### src/rtl/sisc_mem_arb.sv
// sisc_mem_arb: arbiter and sequencer for the single shared SISC memory port.
// Fetch and data requesters share one port. Data has strict priority over fetch.
// Each access takes one ISSUE cycle. A read then spends RD_LAT cycles in WAIT
// before its data is returned to the requester that owns it.
// Optional feature macro: SISC_ARB_FAIR_EN. It adds a starvation counter that
// forces a fetch grant after STARVE_MAX back-to-back data grants.
module sisc_mem_arb #(
    parameter int unsigned AW         = 16,
    parameter int unsigned DW         = 32,
    parameter int unsigned RD_LAT     = 1,
    parameter int unsigned STARVE_MAX = 4
) (
    input  logic          clk,
    input  logic          rst_f,
    // fetch requester
    input  logic          if_req,
    input  logic [AW-1:0] if_addr,
    output logic          if_gnt,
    output logic          if_rvalid,
    output logic [DW-1:0] if_rdata,
    // data requester
    input  logic          d_req,
    input  logic          d_we,
    input  logic [AW-1:0] d_addr,
    input  logic [DW-1:0] d_wdata,
    output logic          d_gnt,
    output logic          d_rvalid,
    output logic [DW-1:0] d_rdata,
    // memory port
    output logic          mem_en,
    output logic          mem_we,
    output logic [AW-1:0] mem_addr,
    output logic [DW-1:0] mem_wdata,
    input  logic [DW-1:0] mem_rdata,
    output logic          busy
);

    // Reject out-of-range configurations at elaboration time
    if (RD_LAT < 1 || RD_LAT > 8) begin : g_bad_rd_lat
        $error("sisc_mem_arb: RD_LAT must be in 1..8");
    end
    if (STARVE_MAX < 1 || STARVE_MAX > 15) begin : g_bad_starve_max
        $error("sisc_mem_arb: STARVE_MAX must be in 1..15");
    end

    localparam logic [3:0] LatInit = 4'(RD_LAT);

    typedef enum logic [1:0] {
        StIdle,
        StIssue,
        StWait
    } state_e;

    state_e        state_q, state_d;
    logic          owner_q, owner_d;        // 1 = data requester, 0 = fetch
    logic [3:0]    lat_cnt_q, lat_cnt_d;
    logic          mem_we_q, mem_we_d;
    logic [AW-1:0] mem_addr_q, mem_addr_d;
    logic [DW-1:0] mem_wdata_q, mem_wdata_d;
    logic          if_rvalid_q, if_rvalid_d;
    logic [DW-1:0] if_rdata_q, if_rdata_d;
    logic          d_rvalid_q, d_rvalid_d;
    logic [DW-1:0] d_rdata_q, d_rdata_d;
    logic          pick_data;

`ifdef SISC_ARB_FAIR_EN
    localparam logic [3:0] StarveMax = 4'(STARVE_MAX);

    logic [3:0] starve_q, starve_d;
    logic       fetch_forced;

    // Fetch has waited through STARVE_MAX data grants, so it wins this round
    assign fetch_forced = if_req && (starve_q == StarveMax);
    assign pick_data    = d_req && !fetch_forced;

    // Count data grants issued while fetch waits; clear once fetch is served or idle
    always_comb begin
        starve_d = starve_q;
        if (state_q == StIdle && !if_req) begin
            starve_d = 4'd0;
        end else if (state_q == StIssue) begin
            if (!owner_q) begin
                starve_d = 4'd0;
            end else if (if_req && starve_q != 4'hF) begin
                starve_d = starve_q + 4'd1;
            end
        end
    end

    // Starvation counter register
    always_ff @(posedge clk or negedge rst_f) begin
        if (!rst_f) begin
            starve_q <= 4'd0;
        end else begin
            starve_q <= starve_d;
        end
    end
`else
    assign pick_data = d_req;
`endif

    // Sequencer next state: arbitrate in IDLE, strobe in ISSUE, count out read latency in WAIT
    always_comb begin
        state_d     = state_q;
        owner_d     = owner_q;
        lat_cnt_d   = lat_cnt_q;
        mem_we_d    = mem_we_q;
        mem_addr_d  = mem_addr_q;
        mem_wdata_d = mem_wdata_q;
        if_rdata_d  = if_rdata_q;
        d_rdata_d   = d_rdata_q;
        if_rvalid_d = 1'b0;
        d_rvalid_d  = 1'b0;
        unique case (state_q)
            StIdle: begin
                if (if_req || d_req) begin
                    state_d = StIssue;
                    owner_d = pick_data;
                    if (pick_data) begin
                        mem_addr_d  = d_addr;
                        mem_wdata_d = d_wdata;
                        mem_we_d    = d_we;
                    end else begin
                        // Fetch carries no write data; mem_wdata keeps its last value
                        mem_addr_d = if_addr;
                        mem_we_d   = 1'b0;
                    end
                end
            end
            StIssue: begin
                if (mem_we_q) begin
                    state_d = StIdle;
                end else begin
                    state_d   = StWait;
                    lat_cnt_d = LatInit;
                end
            end
            StWait: begin
                lat_cnt_d = lat_cnt_q - 4'd1;
                if (lat_cnt_q == 4'd1) begin
                    state_d   = StIdle;
                    lat_cnt_d = 4'd0;
                    if (owner_q) begin
                        d_rdata_d  = mem_rdata;
                        d_rvalid_d = 1'b1;
                    end else begin
                        if_rdata_d  = mem_rdata;
                        if_rvalid_d = 1'b1;
                    end
                end
            end
            default: begin
                state_d = StIdle;
            end
        endcase
    end

    // State and datapath registers; reset discards any read in flight
    always_ff @(posedge clk or negedge rst_f) begin
        if (!rst_f) begin
            state_q     <= StIdle;
            owner_q     <= 1'b0;
            lat_cnt_q   <= 4'd0;
            mem_we_q    <= 1'b0;
            mem_addr_q  <= '0;
            mem_wdata_q <= '0;
            if_rvalid_q <= 1'b0;
            if_rdata_q  <= '0;
            d_rvalid_q  <= 1'b0;
            d_rdata_q   <= '0;
        end else begin
            state_q     <= state_d;
            owner_q     <= owner_d;
            lat_cnt_q   <= lat_cnt_d;
            mem_we_q    <= mem_we_d;
            mem_addr_q  <= mem_addr_d;
            mem_wdata_q <= mem_wdata_d;
            if_rvalid_q <= if_rvalid_d;
            if_rdata_q  <= if_rdata_d;
            d_rvalid_q  <= d_rvalid_d;
            d_rdata_q   <= d_rdata_d;
        end
    end

    // Port strobes and grants are decoded from state so they drop as soon as reset asserts
    always_comb begin
        mem_en    = (state_q == StIssue);
        if_gnt    = mem_en && !owner_q;
        d_gnt     = mem_en && owner_q;
        busy      = (state_q != StIdle);
        mem_we    = mem_we_q;
        mem_addr  = mem_addr_q;
        mem_wdata = mem_wdata_q;
        if_rvalid = if_rvalid_q;
        if_rdata  = if_rdata_q;
        d_rvalid  = d_rvalid_q;
        d_rdata   = d_rdata_q;
    end

endmodule
### config.mk
export PLATFORM = sky130hd
export DESIGN_NAME = sisc_mem_arb
export DESIGN_NICKNAME = d
export VERILOG_FILES = /design/src/rtl/sisc_mem_arb.sv
export SDC_FILE = /design/constraint.sdc
export NUM_CORES = 1
export LEC_CHECK = 0
export ABC_AREA = 1
export BUFFER_PORTS_ARGS = -buffer_cell sky130_fd_sc_hd__clkbuf_2
export CORE_UTILIZATION = 42
export CTS_BUF_LIST = sky130_fd_sc_hd__clkbuf_8
export DETAILED_ROUTE_END_ITERATION = 8
export GPL_TIMING_DRIVEN = 0
export PLACE_DENSITY = 0.81
export SYNTH_ARGS = -nofsm -noshare
export SYNTH_HDL_FRONTEND = slang
export SYNTH_SLANG_ARGS = --single-unit
### constraint.sdc
create_clock -name clk -period 3.7 [get_ports clk]
set_clock_uncertainty 0.15 [all_clocks]
set_input_delay 0.185 -clock clk [delete_from_list [all_inputs] [get_ports clk]]
set_output_delay 0.185 -clock clk [all_outputs]
set_load 0.005 [all_outputs]
After elaboration in Yosys (flattened, before gate mapping). Cells that the tools add are included.

Bits of input ports: 101. Output and inout bits: 119. Bits in registers: 122. Logic and storage cells: 46.

Reductions and logical operators: 13. Multiplexer cells: 15. Bitwise gates (word level): 1. Add/sub/neg operators: 1. Equality and inequality tests: 6.

Operators with widths (count): $mux W16 (1); $reduce_and A3 Y1 (3); $mux W4 (2); $pmux W4 S2 (1); $mux W1 (7); $mux W2 (3); $ne A2 B2 Y1 const B (3); $pmux W2 S3 (1); $reduce_and A2 Y1 (3); $eq A4 B1 Y1 const B (1); $reduce_bool A2 Y1 (2); $sub A4 B1 Y4 const B (1); $eq A2 B1 Y1 const B (1); $eq A2 B2 Y1 const B (1); $logic_and A1 B1 Y1 (2); $logic_not A2 Y1 (1); $logic_not A1 Y1 (1); $logic_or A1 B1 Y1 (1); $not A1 Y1 (1).

Depth between registers and ports, before layout.
Depth after elaboration: 3. Gate-level depth with buffers: 8. Mapped depth without buffers: 7.

Worst setup path after synthesis. No wires, ideal clock.

Kind: reg2reg. Start point: reg lat_cnt_q[1]. End point: reg if_rdata_q[10], in the netlist if_rdata[10]. Data required time: 3434 ps. Slack: 2275 ps. Path buffers: 1. Arrival: 1159 ps. Cell stages (with the launch flop): 9. Path through: dfrtp_1 inv_1 ha_1 nand2_2 inv_2 nand2_4 buf_6 nand2_1 nand2_1.

Longest elaborated chain between the ends: 2.

Ends and longest elaborated chain: start, declared (line 56) `logic [3:0] lat_cnt_q, lat_cnt_d;`; start signal, assigned (line 174) `lat_cnt_q <= lat_cnt_d;`; $eq A4 B1 Y1 (line 140) `if (lat_cnt_q == 4'd1) begin`; $reduce_and A3 Y1 (no line); end signal, assigned (line 179) `if_rdata_q <= if_rdata_d;`; end, declared (line 61) `logic [DW-1:0] if_rdata_q, if_rdata_d;`.

No other way between the ends. A chain may end at the register's enable or synchronous reset.

Final worst setup path.
Start point: in d_addr[4]. End point: reg mem_addr_q[4], in the netlist mem_addr[4].

Longest elaborated chain between the ends: 1.

Ends and longest elaborated chain: start, declared (line 24) `input logic [AW-1:0] d_addr,`; $mux W16 (line 119) `if (pick_data) begin`; end signal, assigned (line 176) `mem_addr_q <= mem_addr_d;`; end, declared (line 58) `logic [AW-1:0] mem_addr_q, mem_addr_d;`.

No other way between the ends.

==> metrics.txt <==
outcome=finished, violations left; violated checks=design-rule violations; vias=5,468; IO Port Bufs=219; CTS tree=built; met1 Usage GRT=33.56%; die width=112.1 um; Worst slew margin=between 60% and 70%; Fmax=469.9 MHz; Root Buffer Master=clkbuf_8; endpoints failing hold=0; Yosys top cell area share=59.98%; Final min period=2128 ps; vias in the first global route=5,744; placed instance count=952; Post-Syn Instances=589; commonest non-fill, non-tap cell in the layout=nand2_1; Die Y=between 100 and 150 um; flops & latches, synth=122; post-cts gate resize count=0; leading area contributor after synthesis=dfrtp_1; initial antenna violation count=0; Crit Path Class=primary input to flop; drt pass-1 iters=9; Worst setup EP type=flop; Final WS setup=1572 ps; count of different cell masters after synthesis=24; die footprint=0.01256 sq mm; H-tree levels=4; Area Overhead vs Synth=53.29%; final wirelength=17,440 um; hpwl dp=between 9000 and 10,000 um; final cell count without fillers=around 1.1k; GR peak layer=met2; Clock Path Buffers=2; Final Core Density=about 67%; Lkg Pwr=4.452 nW; Routed WL per cell=16.03 um; IO Pins=220; Clk Latency, worst-skew pair=430 ps; worst hold path class=primary input to flop; Post-synth ARST share=100.0%; n_diodes=0; Core Box Area=0.01161 sq mm; initial DRC count=roughly 530; Final nets=1,037; syn_area_per_cell=8.642 sq um; worst-path fanout max=1; CP arrival=2290 ps; met3 usage=8.315%; period utilization=57.51%; Post-synth EDFFs=0; Slew Viols, Final=0; sequential area share after synthesis=59.98%; Max Cap Violations=0; GR Util met2=49.07%; critical path launch point type=primary input; largest cells by area after synthesis=dfrtp_1 (60%), nand2_1 (22%), nand3_1 (7.0%); dpl ws=between 2000 and 2500 ps; Slew @ Worst Pin=508.3 ps; Initial Util=43.83%; row count=39; most frequent cells in the layout=nand2_1 (298), clkbuf_2 (218), dfrtp_1 (122), dlygate4sd3_1 (106), nand3_1 (71); Peak VDD IR=between 0.4 and 0.5 mV; final setup fails=0; clk sinks=122; DRC Markers=14; first-pass GRT wire length=between 20,000 and 30,000 um; DR vias/cell=5.026; Power Dens Cells=758.9 mW/mm^2; clock transition at the registers of the reported paths=70 ps; Tot GR Track Use=29.09%; Final Wtd Congestion=0.7756; Setup TNS=0 ps; Synth Cell Area=0.005090 sq mm; antenna viol nets, final=0; largest net degree at the start of global routing=101; CTS buffer count=17; total gr overflow=0; Syn. warnings=0; Post-Syn Nets=slightly below 700; ys flop type=dfrtp_1; data required time at the worst endpoint=3860 ps; share of cells above drive strength 1=30.16%; unrepaired setup endpoints after global routing=false
==> repair_timing <==
action / 4_1_cts / 5_1_grt
hold buffers: 106 / 0
buffers inserted: 0 / 0
endpoints found under the hold margin: 235 / 0
==> per-layer routing <==
metal	part of all wire (%)	wire, um	up-vias
li1	-	-	2521
met1	38	6638	2526
met2	49	8513	353
met3	9.2	1610	68
met4	3.9	680	0
met5	0	0	-
==> logic make-up (layout without fill, tap and decap cells) <==
group | Yosys count | after routing | share of synthesized area [%]
xor+xnor | 1 | 1 | 0.1721
compound gates | 22 | 22 | 2.262
buf+inv | 59 | 415 | 5.949
flops | 122 | 122 | 59.98
fa+ha+maj | 2 | 2 | 0.4916
simple gates | 383 | 383 | 31.15
==> worst max-delay path, cell delays in order <==
cell and delay, ps:
dlygate4sd3_1 560, clkbuf_2 110, nand2_1 60, o21ai_0 90, dlygate4sd3_1 600, nand2_1 70, nand2_1 50, dlygate4sd3_1 570
==> stage by stage <==
stage	cell area, sq um	hold WS, ps	power, mW
2_1_floorplan	5090	-260.6	3.524
3_3_place_gp	6365	257.3	4.537
3_5_place_dp	6401	-77.53	4.613
4_1_cts	7802	29.09	5.806
5_1_grt	7802	85.19	6.351
6_report	7802	80.13	5.921
==> synthesized netlist by cell type (2+ instances only) <==
library cell,count
buf_2,12
clkbuf_1,6
buf_6,6
nand2_2,3
nor2_4,3
inv_1,25
nor2_1,4
ha_1,2
dfrtp_1,122
o21ai_0,19
nand2_1,298
nand3_1,71
buf_4,5
inv_2,3
==> cell type report <==
type / instances / area (sq um)
buffer: 30 / 191.4
clock buffer: 21 / 289.0
clock inverter: 9 / 51.30
fill: 835 / 3811
inverter: 29 / 111.4
multi-input combinational: 408 / 1734
sequential: 122 / 3053
tap: 143 / 178.9
timing repair buffer: 326 / 2193
==> path summary, 6_finish.rpt <==
kind                              startpoint           end  slack [ps]  cells past startpoint
worst max-delay path               d_addr[4]   mem_addr[4]        1570                      8
min in group asynchronous              rst_f   d_rdata[28]         580                      3
max in group asynchronous              rst_f  if_rdata[28]        2070                      4
worst max register to register    state_q[0]   mem_addr[0]        1650                      6
worst min register to register  if_rdata[22]  if_rdata[22]         320                      2
worst min-delay path                   d_req  mem_wdata[4]          80                      4
==> power breakdown <==
group,switching (mW),internal (mW)
combinational,1.42,1.04
sequential,0.433,1.99
clock,0.521,0.518
total,2.38,3.54
==> sequential cells by signal, summed over array words and instances (netlist names) <==
| name | flops |
|---|---|
| d_rdata | 32 |
| d_rvalid | 1 |
| if_rdata | 32 |
| if_rvalid | 1 |
| lat_cnt_q | 4 |
| mem_addr | 16 |
| mem_wdata | 32 |
| mem_we | 1 |
| owner_q | 1 |
| state_q | 2 |
(Power assumes the default switching activity.)
